`config.mk`:
```
export PLATFORM = sky130hd
export DESIGN_NAME = mux16_arbiter_flat
export DESIGN_NICKNAME = d
export VERILOG_FILES = /design/src/rtl/mux16_arbiter_if.sv /design/src/rtl/mux16_arbiter.sv /design/src/flat_wrapper.sv
export SDC_FILE = /design/constraint.sdc
export NUM_CORES = 1
export LEC_CHECK = 0
export CAP_MARGIN = 40
export CORE_ASPECT_RATIO = 0.6
export CORE_MARGIN = 5
export CORE_UTILIZATION = 45
export DETAILED_ROUTE_END_ITERATION = 10
export PLACE_DENSITY = 0.76
export SLEW_MARGIN = 30
export SYNTH_ARGS = -nofsm -noshare
export SYNTH_HDL_FRONTEND = slang
export SYNTH_SLANG_ARGS = --single-unit
```
`constraint.sdc`:
```
create_clock -name clk -period 2.84 [get_ports clk]
set_clock_uncertainty 0.2 [all_clocks]
set_input_delay 0.426 -clock clk [delete_from_list [all_inputs] [get_ports clk]]
set_output_delay 0.426 -clock clk [all_outputs]
set_load 0.01 [all_outputs]
```
`src/rtl/mux16_arbiter_if.sv`:
```
// Handshake and bus bundle between two requesters, the arbiter and the downstream consumer.
interface mux16_arbiter_if #(
  parameter int unsigned DATA_W = 16
);
  logic              in_valid0;
  logic [DATA_W-1:0] in_data0;
  logic              in_ready0;
  logic              in_valid1;
  logic [DATA_W-1:0] in_data1;
  logic              in_ready1;
  logic              selector;
  logic              out_valid;
  logic [DATA_W-1:0] out_data;
  logic              out_ready;
  logic              busy;

  // Environment side: requesters and consumer.
  modport master (
    output in_valid0, in_data0, in_valid1, in_data1, out_ready,
    input  in_ready0, in_ready1, selector, out_valid, out_data, busy
  );

  // Arbiter side.
  modport slave (
    input  in_valid0, in_data0, in_valid1, in_data1, out_ready,
    output in_ready0, in_ready1, selector, out_valid, out_data, busy
  );
endinterface

```
`src/rtl/mux16_arbiter.sv`:
```
// Round-robin arbiter for a 2:1 x DATA_W mux with bounded bursts and a one-entry output register.
module mux16_arbiter #(
  parameter int unsigned DATA_W    = 16,
  parameter int unsigned MAX_BURST = 4
) (
  input  logic               clk,
  input  logic               rst,
  mux16_arbiter_if.slave     bus
);

  localparam int unsigned CNT_W = 8;

  typedef enum logic [1:0] {
    IDLE = 2'd0,
    OWN0 = 2'd1,
    OWN1 = 2'd2
  } state_e;

  state_e            state_q, state_d;
  logic [CNT_W-1:0]  burst_cnt_q, burst_cnt_d;
  logic              last_owner_q, last_owner_d;
  logic              selector_q, selector_d;
  logic              busy_q, busy_d;
  logic              out_valid_q, out_valid_d;
  logic [DATA_W-1:0] out_data_q, out_data_d;

  logic              space;
  logic              rdy0, rdy1;
  logic              acc0, acc1;
  logic              burst_done;
  logic              own1;
  logic              own_valid;
  logic              oth_valid;
  state_e            other_state;

  // Handshake decode: the owner may push whenever the output register can take a word.
  always_comb begin
    space      = !out_valid_q || bus.out_ready;
    rdy0       = (state_q == OWN0) && space;
    rdy1       = (state_q == OWN1) && space;
    acc0       = bus.in_valid0 && rdy0;
    acc1       = bus.in_valid1 && rdy1;
    burst_done = (burst_cnt_q + CNT_W'(1)) == CNT_W'(MAX_BURST);
  end

  // Next-state: arbitration, burst accounting and the output register.
  always_comb begin
    state_d      = state_q;
    burst_cnt_d  = burst_cnt_q;
    last_owner_d = last_owner_q;
    out_valid_d  = out_valid_q;
    out_data_d   = out_data_q;
    own1         = (state_q == OWN1);
    own_valid    = own1 ? bus.in_valid1 : bus.in_valid0;
    oth_valid    = own1 ? bus.in_valid0 : bus.in_valid1;
    other_state  = own1 ? OWN0 : OWN1;

    if (acc0) begin
      out_data_d  = bus.in_data0;
      out_valid_d = 1'b1;
    end else if (acc1) begin
      out_data_d  = bus.in_data1;
      out_valid_d = 1'b1;
    end else if (out_valid_q && bus.out_ready) begin
      out_valid_d = 1'b0;
    end

    case (state_q)
      IDLE: begin
        burst_cnt_d = '0;
        if (bus.in_valid0 && bus.in_valid1) begin
          state_d = last_owner_q ? OWN0 : OWN1;
        end else if (bus.in_valid0) begin
          state_d = OWN0;
        end else if (bus.in_valid1) begin
          state_d = OWN1;
        end
      end
      OWN0, OWN1: begin
        if (acc0 || acc1) begin
          burst_cnt_d  = burst_cnt_q + CNT_W'(1);
          last_owner_d = own1;
          if (burst_done) begin
            burst_cnt_d = '0;
            if (oth_valid) state_d = other_state;
          end
        end else if (!own_valid) begin
          burst_cnt_d = '0;
          state_d     = oth_valid ? other_state : IDLE;
        end
        // Owner valid but output stalled: hold state and count.
      end
      default: begin
        state_d     = IDLE;
        burst_cnt_d = '0;
      end
    endcase

    selector_d = (state_d == OWN1);
    busy_d     = (state_d != IDLE);
  end

  // State and output registers with synchronous reset.
  always_ff @(posedge clk) begin
    if (rst) begin
      state_q      <= IDLE;
      burst_cnt_q  <= '0;
      last_owner_q <= 1'b1;
      selector_q   <= 1'b0;
      busy_q       <= 1'b0;
      out_valid_q  <= 1'b0;
      out_data_q   <= '0;
    end else begin
      state_q      <= state_d;
      burst_cnt_q  <= burst_cnt_d;
      last_owner_q <= last_owner_d;
      selector_q   <= selector_d;
      busy_q       <= busy_d;
      out_valid_q  <= out_valid_d;
      out_data_q   <= out_data_d;
    end
  end

  assign bus.in_ready0 = rdy0;
  assign bus.in_ready1 = rdy1;
  assign bus.selector  = selector_q;
  assign bus.busy      = busy_q;
  assign bus.out_valid = out_valid_q;
  assign bus.out_data  = out_data_q;

endmodule

```
`src/flat_wrapper.sv`:
```
// flat-port wrapper written by rule: the top's interface ports become plain ports
module mux16_arbiter_flat 
#(
  parameter int unsigned DATA_W    = 16,
  parameter int unsigned MAX_BURST = 4
)
  (clk, rst, bus_in_valid0, bus_in_data0, bus_in_valid1, bus_in_data1, bus_out_ready, bus_in_ready0, bus_in_ready1, bus_selector, bus_out_valid, bus_out_data, bus_busy);
  mux16_arbiter_if #(.DATA_W(DATA_W)) bus_i ();
  input  logic clk;
  input  logic rst;
  input wire logic [$bits(bus_i.in_valid0)-1:0] bus_in_valid0;
  input wire logic [$bits(bus_i.in_data0)-1:0] bus_in_data0;
  input wire logic [$bits(bus_i.in_valid1)-1:0] bus_in_valid1;
  input wire logic [$bits(bus_i.in_data1)-1:0] bus_in_data1;
  input wire logic [$bits(bus_i.out_ready)-1:0] bus_out_ready;
  output wire logic [$bits(bus_i.in_ready0)-1:0] bus_in_ready0;
  output wire logic [$bits(bus_i.in_ready1)-1:0] bus_in_ready1;
  output wire logic [$bits(bus_i.selector)-1:0] bus_selector;
  output wire logic [$bits(bus_i.out_valid)-1:0] bus_out_valid;
  output wire logic [$bits(bus_i.out_data)-1:0] bus_out_data;
  output wire logic [$bits(bus_i.busy)-1:0] bus_busy;
  assign bus_i.in_valid0 = bus_in_valid0;
  assign bus_i.in_data0 = bus_in_data0;
  assign bus_i.in_valid1 = bus_in_valid1;
  assign bus_i.in_data1 = bus_in_data1;
  assign bus_i.out_ready = bus_out_ready;
  assign bus_in_ready0 = bus_i.in_ready0;
  assign bus_in_ready1 = bus_i.in_ready1;
  assign bus_selector = bus_i.selector;
  assign bus_out_valid = bus_i.out_valid;
  assign bus_out_data = bus_i.out_data;
  assign bus_busy = bus_i.busy;
  mux16_arbiter #(.DATA_W(DATA_W), .MAX_BURST(MAX_BURST)) u_core (.clk(clk), .rst(rst), .bus(bus_i));
endmodule
```
### Word level (Yosys, flattened, before mapping)

Cells that the tools add are included.

* bits in registers: 30
* input port bits: 37
* output and inout port bits: 21
* word-level logic and storage cells: 51

* add/sub/neg operators: 1
* equality and inequality tests: 5
* muxes and demuxes: 21
* bitwise gates (word level): 1
* reductions and logical operators: 16

Operators with widths (number)
* $mux W16: 2
* $mux W8: 3
* $mux W2: 10
* $add A8 B1 Y8 const B: 1
* $eq A8 B3 Y1 const B: 1
* $logic_and A1 B1 Y1: 6
* $mux W1: 5
* $eq A2 B2 Y1 const B: 2
* $pmux W2 S2: 1
* $reduce_bool A2 Y1: 2
* $reduce_or A2 Y1: 2
* $reduce_bool A3 Y1: 1
* $eq A2 B1 Y1 const B: 1
* $logic_not A2 Y1: 1
* $logic_or A1 B1 Y1: 2
* $ne A2 B2 Y1 const B: 1
* $reduce_and A2 Y1: 1
* $logic_not A1 Y1: 1
* $not A1 Y1: 1

### Logic depth before layout (Yosys ltp)

Gate-level depths: netlist (run 1).

* depth in word-level cells: 8
* mapped depth: 9
* gate-level depth less buffers: 7

### Worst setup path before layout (run 1)

OpenSTA, ideal clock, no wires.

* path kind: reg2reg
* start: register u_core.state_q[0]
* end: register u_core.burst_cnt_q[1]
* library setup time: 125 ps
* arrival time: 1747 ps
* required time: 2515 ps
* slack: 768 ps
* stages on the path, launching flop included: 10
* path buffers: 3
* period minus slack after synthesis: 2072 ps
* cell sequence: dfxtp_1 inv_1 ha_1 buf_6 a22o_1 and2_4 buf_4 buf_2 a22oi_1 nor2_1

* word-level cells in the longest chain between the ends: 5
* elaborated cells on any way between the ends: 13
* classes of those cells: 3 x eq/ne; 2 x mux; 1 x bitwise; 7 x reduce/logical

Ends and longest elaborated chain
* start, declared: RTL line mux16_arbiter.sv:19 `state_e state_q, state_d;`
* start signal, assigned: RTL line mux16_arbiter.sv:114 `state_q <= state_d;`
* $eq A2 B2 Y1 (*): RTL line mux16_arbiter.sv:53 `own1 = (state_q == OWN1);`
* named net u_core.own1: RTL line mux16_arbiter.sv:31 `logic own1;`
* $logic_and A1 B1 Y1: RTL line mux16_arbiter.sv:40 `rdy1 = (state_q == OWN1) && space;`
* $logic_and A1 B1 Y1: RTL line mux16_arbiter.sv:42 `acc1 = bus.in_valid1 && rdy1;`
* $logic_or A1 B1 Y1: RTL line mux16_arbiter.sv:80 `if (acc0 || acc1) begin`
* $ne A2 B2 Y1 (no source line) / $mux W8 (equally long branches)
* end signal, assigned: RTL line mux16_arbiter.sv:115 `burst_cnt_q <= burst_cnt_d;`
* end, declared: RTL line mux16_arbiter.sv:20 `logic [CNT_W-1:0] burst_cnt_q, burst_cnt_d;`

Mark *: on every way through the listed nets, which the timed path passes. The rest lies on a longest branch.
A chain may end at the register's enable or synchronous reset.

### Final worst setup path (run 1)

* start: register u_core.state_q[1]
* end: output port bus_in_ready1

* word-level cells in the longest chain between the ends: 2

Ends and longest elaborated chain
* $eq A2 B2 Y1
* named net u_core.own1: RTL line mux16_arbiter.sv:31
* $logic_and A1 B1 Y1: RTL line mux16_arbiter.sv:40
* end, declared: RTL line flat_wrapper.sv:17 `output wire logic [$bits(bus_i.in_ready1)-1:0] bus_in_ready1;`

The timed path passes the listed nets, and every way through them passes these cells.

==> flow_summary.yaml, run 1 <==
status:
  outcome: "complete, no violations"
synth:
  syn_inst: 193
  async_flop_share_pct: 0
  synth_seq_cells: 30
  synthTopCellsByArea: "dfxtp_1 35%, mux2i_1 10%, a211oi_1 7.5%"
  yosys-top-cells-count: "30 x dfxtp_1, 30 x nor2_1, 17 x a211oi_1, 17 x mux2i_1, 11 x a21oi_1"
  synth_edf_count: 0
  ys.flop_type: "dfxtp_1"
  synth_top_area_cell: "dfxtp_1"
  avgSynthCellArea_um2: 8.82
  synth_nets: 235
  yosys_warnings: 0
  synthesis.area_um2: 1700
  synth_seq_area_share_pct: 35.3
  yosys.area.top_type_share_pct: 35.3
  synthDistinctLibCells: 46
cts:
  cts_made_buffers: 5
  clockBufferDepth: 2
  cts_tree: "done"
  post_cts_buffers: 0
  cts.repair.resized: 0
  cts-root-buf: "clkbuf_8"
  clock-sinks: 30
  htree_levels: 2
  cts.clk_slew.worst_paths_ns: 0.06
  insertion_delay_ns: 0.28
  ctsHoldBuffers: 0
routing:
  final_antenna_net_count: 0
  wl_per_cell_um: 14.9
  drc_errors: 0
  drt_wl_total_um: 4400
  vias: 1613
  vias_per_cell: 5.45
  drt_iter0_markers: 84
  drtPass1Iterations: 4
die:
  core-area_um2: 3660
  start_util_pct: 46.5
  die_w_um: 89.4
  ios: 58
  chipHeight_um: 57.7
  row_count: 17
  dieArea_um2: 5150
run:
  maxCapViolations: 0
worst_setup_path:
  required_ns: 2.21
  path_max_fanout: 9
  worstPathArrival_ns: 2.02
  r2r_start: "u_core.state_q[0]"
  cp-end-kind: "primary output"
  critPathLaunchType: "flip-flop"
  crit_start: "u_core.state_q[1]"
  critPathKind: "reg -> out"
  rrSetupSlack_ns: 0.48
sta:
  finalSetupTns_ns: 0
  maxSlewViolCount: 0
  period_minus_slack_ns: 2.64
  setup_violations: 0
  hold_viol: 0
  fmax_ghz: 0.379
  worst_slack_ns: 0.198
  relSlewSlack_pct: 71.3
  grt_setup_unrepaired: "no"
  worst_pin_slew_ns: 0.430
  min_period_over_period_pct: 93.0
place:
  dpl.hpwl_um: 3450
  dp_slack_ns: 0.314
  place.gp.congestion: 1.01
  portBuffers: 57
power:
  power.density_nw_per_um2: 627
  p_clk_share_pct: 29.0
  p_int_uw: 1040
  ir_drop_uv: 347
  swShare_pct: 31.1
  power.switching_uw: 469
  seq_power_share_pct: 34.6
  total_power_uw: 1510
  p_leak_uw: 0.000976
  combPwrFrac_pct: 36.4
final_layout:
  diodes: 0
  n_fill_cell: 320
  layout-drive-gt1-share_pct: 8.03
  area_growth_pct: 41.2
  nNetsFinal: 291
worst_hold_path:
  worstHoldStart: "u_core.last_owner_q"
  hp-class: "reg -> reg"
grt:
  grt_pass1_vias: 1454
  grt_max_degree: 36
  antenna_found_initial: 0
  grt_pass1_wl_um: 7140
  grt-ovfl-total: 0
  gr-usage-all-layers_pct: 18.2
==> cells by family after synthesis <==
kind of cell / Yosys count / synth area share [%]
AO/OA/AOI/OAI: 54 / 23.2
flip-flops: 30 / 35.3
multiplexers: 17 / 9.99
buffers and inverters: 18 / 5.44
adder cells (fa/ha/maj): 5 / 3.67
AND/OR/NAND/NOR: 69 / 22.4
==> state kept, by name, summed over array words and instances (netlist names) <==
signal and count:
u_core.state_q 2, u_core.last_owner_q 1, u_core.bus.out_valid 1, u_core.bus.selector 1, u_core.bus.out_data 16, u_core.bus.busy 1, u_core.burst_cnt_q 8
==> cells in the final DEF (no fill, tap or decap), types with 2 or more instances in the layout <==
master            n
and3_1            4
and2_1            3
ha_1              5
nand3b_1          4
nor3_1            4
a31oi_1           3
nand3_1           3
mux2i_1          17
inv_1             5
dfxtp_1          30
buf_4             4
a21oi_1          11
nor2_1           30
clkdlybuf4s50_1  57
clkbuf_8          6
o21ai_0           7
o211ai_1          2
nor2b_1           2
nand2_1           7
nand2b_1          2
a211oi_1         17
and3b_1           3
==> final cells by class <==
cell class	count	area, um^2	share of cell area [%]
Sequential cell	30	601	25.0
Inverter	6	22.5	0.937
Clock inverter	1	30.0	1.25
Timing Repair Buffer	61	601	25.0
Tap cell	47	58.8	2.45
Multi-Input combinational cell	145	1010	42.0
Clock buffer	6	82.6	3.43
==> per-stage QoR <==
stage	cell area (um^2)	std cells	utilization (%)	hold slack [ns]
2_1_floorplan	1700	193	-	0.235
3_3_place_gp	2290	289	62.7	0.263
3_5_place_dp	2290	289	62.7	0.264
4_1_cts	2400	296	65.7	0.281
5_1_grt	2400	296	65.7	0.302
6_report	2400	296	65.7	0.279
==> worst max-delay path, cell delays in order, from the launching register on <==
cell	delay, ns
dfxtp_1	0.48
ha_1	0.39
inv_1	0.20
nor2_1	0.13
clkdlybuf4s50_1	0.54
==> routing by layer <==
metal	routed length, um	global-route usage, %
met5	0	0
met3	537	8.38
met2	1710	23.2
met4	75	7.01
met1	2070	26.1
==> path summary, 6_finish.rpt <==
path | to | cells past startpoint
worst max-delay path | bus_in_ready1 | 4
worst min-delay path | u_core.last_owner_q | 1
worst max register to register | u_core.burst_cnt_q[7] | 7
worst min register to register | u_core.last_owner_q | 1
==> power by group through the flow <==
stage | registers (uW) | logic (uW) | clock network [uW]
6_report | 522 | 549 | 436
3_3_place_gp | 529 | 550 | 0
5_1_grt | 532 | 605 | 466
3_5_place_dp | 532 | 550 | 0
4_1_cts | 523 | 554 | 447
2_1_floorplan | 551 | 304 | 0
No activity file was read; power rests on OpenSTA's default activity.
==> run 2: changes to the inputs <==
RECOVER_POWER = 50   (was default)
==> run 2 against run 1 <==
Effect of this change:
- setup slack worse by 0.0050 ns
- clock-buffer cell count unchanged
- global-route usage stayed put
- critical endpoint unchanged
- highest routed layer unchanged
==> flow_summary.yaml, run 2 (synthesized netlist as in run 1, its figures left out) <==
power:
  p_clk_share_pct: 29.4
  swShare_pct: 31.3
  p_leak_uw: 0.00103
  power.density_nw_per_um2: 617
  power.switching_uw: 463
  ir_drop_uv: 351
  seq_power_share_pct: 35.1
  combPwrFrac_pct: 35.4
  p_int_uw: 1020
worst_setup_path:
  path_buf_inv: 2
  path_max_fanout: 9
  rrSetupSlack_ns: 0.36
  worstPathArrival_ns: 2.02
  timing.rr.end: "u_core.burst_cnt_q[1]"
  cp-end-kind: "primary output"
  critPathKind: "reg -> out"
  worst-r2r-cell-count: 7
  required_ns: 2.21
  critPathLaunchType: "flip-flop"
  r2r_start: "u_core.state_q[0]"
  worst-path-stages: 4
  crit_family: "buffers and inverters"
  critical_path.slowest_cell: "clkdlybuf4s50_1"
  crit_chain: "ha_1, inv_1, nor2_1, clkdlybuf4s50_1"
  cp_slowest_stage_delay_ns: 0.54
grt:
  gr-usage-all-layers_pct: 18.2
  grt_util_met3_pct: 8.38
  grt_pass1_vias: 1454
  grt-ovfl-total: 0
  grt_busiest_layer: "met1"
  grtUsageMet2_pct: 23.2
  grt_use_met1_pct: 26.1
  antenna_found_initial: 0
  grt_max_degree: 36
  grt_pass1_wl_um: 7140
worst_hold_path:
  hp-class: "reg -> reg"
  hold_depth: 1
  worstHoldStart: "u_core.last_owner_q"
  hold_end: "u_core.last_owner_q"
die:
  die_w_um: 89.4
  row_count: 17
  start_util_pct: 46.5
  chipHeight_um: 57.7
  core-area_um2: 3660
  ios: 58
  dieArea_um2: 5150
place:
  dpl.hpwl_um: 3450
  place.gp.congestion: 1.01
  dp_slack_ns: 0.314
  placed_cell_area_um2: 2290
  portBuffers: 57
sta:
  setup_violations: 0
  min_period_over_period_pct: 93.2
  worst_pin_slew_ns: 0.642
  grt_setup_unrepaired: "no"
  relSlewSlack_pct: 57.2
  period_minus_slack_ns: 2.65
  hold_viol: 0
  worst_slack_ns: 0.193
  finalSetupTns_ns: 0
  maxSlewViolCount: 0
  fmax_ghz: 0.378
cts:
  cts_tree: "done"
  cts.repair.resized: 0
  post_cts_buffers: 0
  cts.clk_slew.worst_paths_ns: 0.06
  cts-root-buf: "clkbuf_8"
  clock-sinks: 30
  clockBufferDepth: 2
  htree_levels: 2
  insertion_delay_ns: 0.28
  cts_made_buffers: 5
  ctsHoldBuffers: 0
routing:
  final_antenna_net_count: 0
  wl_per_cell_um: 14.8
  drt_wl_total_um: 4390
  vias_per_cell: 5.45
  drc_errors: 0
  drt_iter0_markers: 83
  vias: 1612
  drtPass1Iterations: 4
final_layout:
  final_cell_mix: "38 x clkdlybuf4s50_1, 30 x nor2_1, 30 x dfxtp_1"
  layout-drive-gt1-share_pct: 7.63
  nNetsFinal: 291
  design_area_um2: 2400
  largest_register_ffs: 16
  n_fill_cell: 322
  area_growth_pct: 40.7
  diodes: 0
  final_common_cell: "clkdlybuf4s50_1"
run:
  maxCapViolations: 0
status:
  outcome: "complete, no violations"
-- run 2: cell count changes in the layout (fill, tap and decap cells not counted), sizes merged --
cell / change
buf: -1
clkbuf: +1
clkdlybuf4s50: -19
dlygate4sd3: +19
-- run 2: power groups by stage --
stage,logic (uW),registers [uW],clock network [uW]
global placement,550,529,0
CTS,554,523,447
finish,524,520,435
detailed placement,550,532,0
global route,581,530,466
floorplan,304,551,0
-- run 2: per-stage QoR --
| stage | hold slack (ns) | std cells | total power (uW) | utilization [%] |
|---|---|---|---|---|
| final | 0.279 | 296 | 1480 | 65.5 |
| after global routing | 0.302 | 296 | 1580 | 65.5 |
| after detailed placement | 0.264 | 289 | 1080 | 62.7 |
| after CTS | 0.281 | 296 | 1520 | 65.7 |
| after global placement | 0.263 | 289 | 1080 | 62.7 |
| after floorplan | 0.235 | 193 | 855 | - |
-- run 2: area by class of cell --
type	count	area [um^2]	area share, %
inverters	6	22.5	0.940
multi-input cells	145	1000	41.9
repair buffers	61	598	25.0
clock buffers	6	82.6	3.45
well taps	47	58.8	2.45
flip-flops and latches	30	601	25.1
clock inverters	1	30.0	1.25
-- run 2: worst max-delay path by stage --
stage	to	slack, ns	startpoint
global placement	u_core.burst_cnt_q[3]	0.35	bus_in_valid0
floorplan	u_core.burst_cnt_q[1]	0.77	u_core.state_q[0]
finish	bus_in_ready1	0.19	u_core.state_q[1]
global route	bus_in_ready1	0.04	u_core.state_q[1]
detailed placement	u_core.burst_cnt_q[7]	0.31	bus_in_valid0
CTS	bus_in_ready1	0.20	u_core.state_q[0]
-- run 2: routing by layer --
layer  routed length (um)  part of all wire (%)
met2                 1710                    39
met5                    0                     0
met3                  566                    13
met1                 2040                    47
met4                   67                   1.5
-- run 2: worst reg2reg max path, cell delays in order, from the launching register on --
cell      delay, ns
dfxtp_1        0.49
inv_1          0.12
ha_1           0.33
a22o_1         0.27
and2_4         0.19
clkbuf_2       0.39
a22oi_1        0.31
nor2_1         0.06
==> run 3: changes to the inputs <==
GPL_TIMING_DRIVEN = 0   (was default)
SKIP_LAST_GASP = 1   (was default)
==> run 3 against run 2 <==
Effect of this change:
- critical path depth increased by 2
- power decreased by 4.7%
- final cell count increased by 3.0%
- via count increased by 2.6%
- flip-flop and latch count unchanged
- utilization increased by 0.51 points
- sequential power about the same
- sequential share of layout area decreased by 0.19 points
- clock-buffer cell count increased by 1
- largest cell class unchanged
- largest power group unchanged
==> flow_summary.yaml, run 3 (synthesized netlist as in run 1, its figures left out) <==
worst_setup_path:
  r2r_start: "u_core.state_q[0]"
  rrSetupSlack_ns: 0.44
  critPathKind: "reg -> out"
  timing.rr.end: "u_core.burst_cnt_q[1]"
  worst-r2r-cell-count: 9
  critPathLaunchType: "flip-flop"
  required_ns: 2.21
  worstPathArrival_ns: 1.97
  path_max_fanout: 9
  cp-end-kind: "primary output"
run:
  maxCapViolations: 0
sta:
  relSlewSlack_pct: 68.2
  period_minus_slack_ns: 2.60
  fmax_ghz: 0.385
  min_period_over_period_pct: 91.4
  worst_pin_slew_ns: 0.477
  setup_violations: 0
  maxSlewViolCount: 0
  finalSetupTns_ns: 0
  hold_viol: 0
  grt_setup_unrepaired: "no"
routing:
  drt_wl_total_um: 4410
  drtPass1Iterations: 4
  final_antenna_net_count: 0
  vias: 1654
  vias_per_cell: 5.42
  drt_iter0_markers: 110
  drc_errors: 0
  wl_per_cell_um: 14.4
cts:
  cts.clk_slew.worst_paths_ns: 0.06
  post_cts_buffers: 0
  clockBufferDepth: 2
  cts_tree: "done"
  clock-sinks: 30
  cts-root-buf: "clkbuf_8"
  cts.repair.resized: 0
  htree_levels: 2
  insertion_delay_ns: 0.28
  ctsHoldBuffers: 0
  cts_made_buffers: 5
final_layout:
  largest_register_ffs: 16
  n_fill_cell: 330
  multiInputGateArea_um2: 1000
  diodes: 0
  seqCellArea_um2: 601
  utilization_pct: 66.0
  final_cell_mix: "38 x clkdlybuf4s50_1, 30 x nor2_1, 30 x dfxtp_1"
  area_growth_pct: 41.8
  layout-drive-gt1-share_pct: 8.53
  nNetsFinal: 299
  final_common_cell: "clkdlybuf4s50_1"
grt:
  grt_max_degree: 11
  antenna_found_initial: 0
  grt-ovfl-total: 0
  grt_pass1_vias: 1599
  grt_pass1_wl_um: 7340
  gr-usage-all-layers_pct: 18.3
place:
  portBuffers: 57
  dpl.hpwl_um: 3440
  place.gp.congestion: 0.918
die:
  dieArea_um2: 5150
  start_util_pct: 46.5
  core-area_um2: 3660
  ios: 58
  row_count: 17
  chipHeight_um: 57.7
  die_w_um: 89.4
worst_hold_path:
  worstHoldStart: "u_core.last_owner_q"
  hold_end: "u_core.last_owner_q"
  hold_depth: 1
  hp-class: "reg -> reg"
power:
  p_leak_uw: 0.00104
  power.density_nw_per_um2: 584
  ir_drop_uv: 285
status:
  outcome: "complete, no violations"
run 3: routing by layer:
metal / vias up / GRT usage, % / share of wire, %
met4: 0 / 5.10 / 1.1
met3: 5 / 7.67 / 12
li1: 835 / - / -
met5: - / 0 / 0
met1: 746 / 25.7 / 47
met2: 68 / 25.5 / 39
run 3: report_power, final:
part	switching (uW)	internal, uW	leakage (uW)
clock	152	195	0.0000482
sequential	37.6	483	0.000245
combinational	277	265	0.000744
total	467	943	0.00104
run 3: worst max-delay path, stage by stage (launching register included):
cell and delay [ns]:
dfxtp_1 0.49, inv_1 0.11, ha_1 0.22, buf_6 0.13
inv_1 0.18, nor2_1 0.07, clkdlybuf4s50_1 0.48
run 3: per-stage QoR:
step                      setup WS (ns)  hold WS, ns  area, um^2  total power (uW)  instances
after floorplan                   0.768        0.235        1700               855        193
after global routing              0.103        0.301        2410              1510        305
after CTS                         0.253        0.275        2420              1450        305
after detailed placement          0.336        0.259        2330              1100        297
after global placement            0.352        0.248        2330              1100        297
final                             0.245        0.271        2410              1410        305
run 3: area by class of cell:
| type | instances | area share [%] |
|---|---|---|
| multi-input cells | 145 | 41.6 |
| flip-flops and latches | 30 | 24.9 |
| repair buffers | 57 | 23.6 |
| clock buffers | 7 | 3.58 |
| plain buffers | 12 | 2.80 |
| well taps | 47 | 2.44 |
| inverters | 6 | 0.933 |
| clock inverters | 1 | 0.207 |
run 3: worst max path at each step:
stage / from / endpoint / slack [ns]
3_3_place_gp: bus_out_ready / bus_in_ready0 / 0.35
2_1_floorplan: u_core.state_q[0] / u_core.burst_cnt_q[1] / 0.77
4_1_cts: u_core.state_q[0] / bus_in_ready1 / 0.25
6_report: u_core.state_q[0] / bus_in_ready1 / 0.24
5_1_grt: u_core.state_q[0] / bus_in_ready1 / 0.10
3_5_place_dp: bus_out_ready / bus_in_ready0 / 0.34
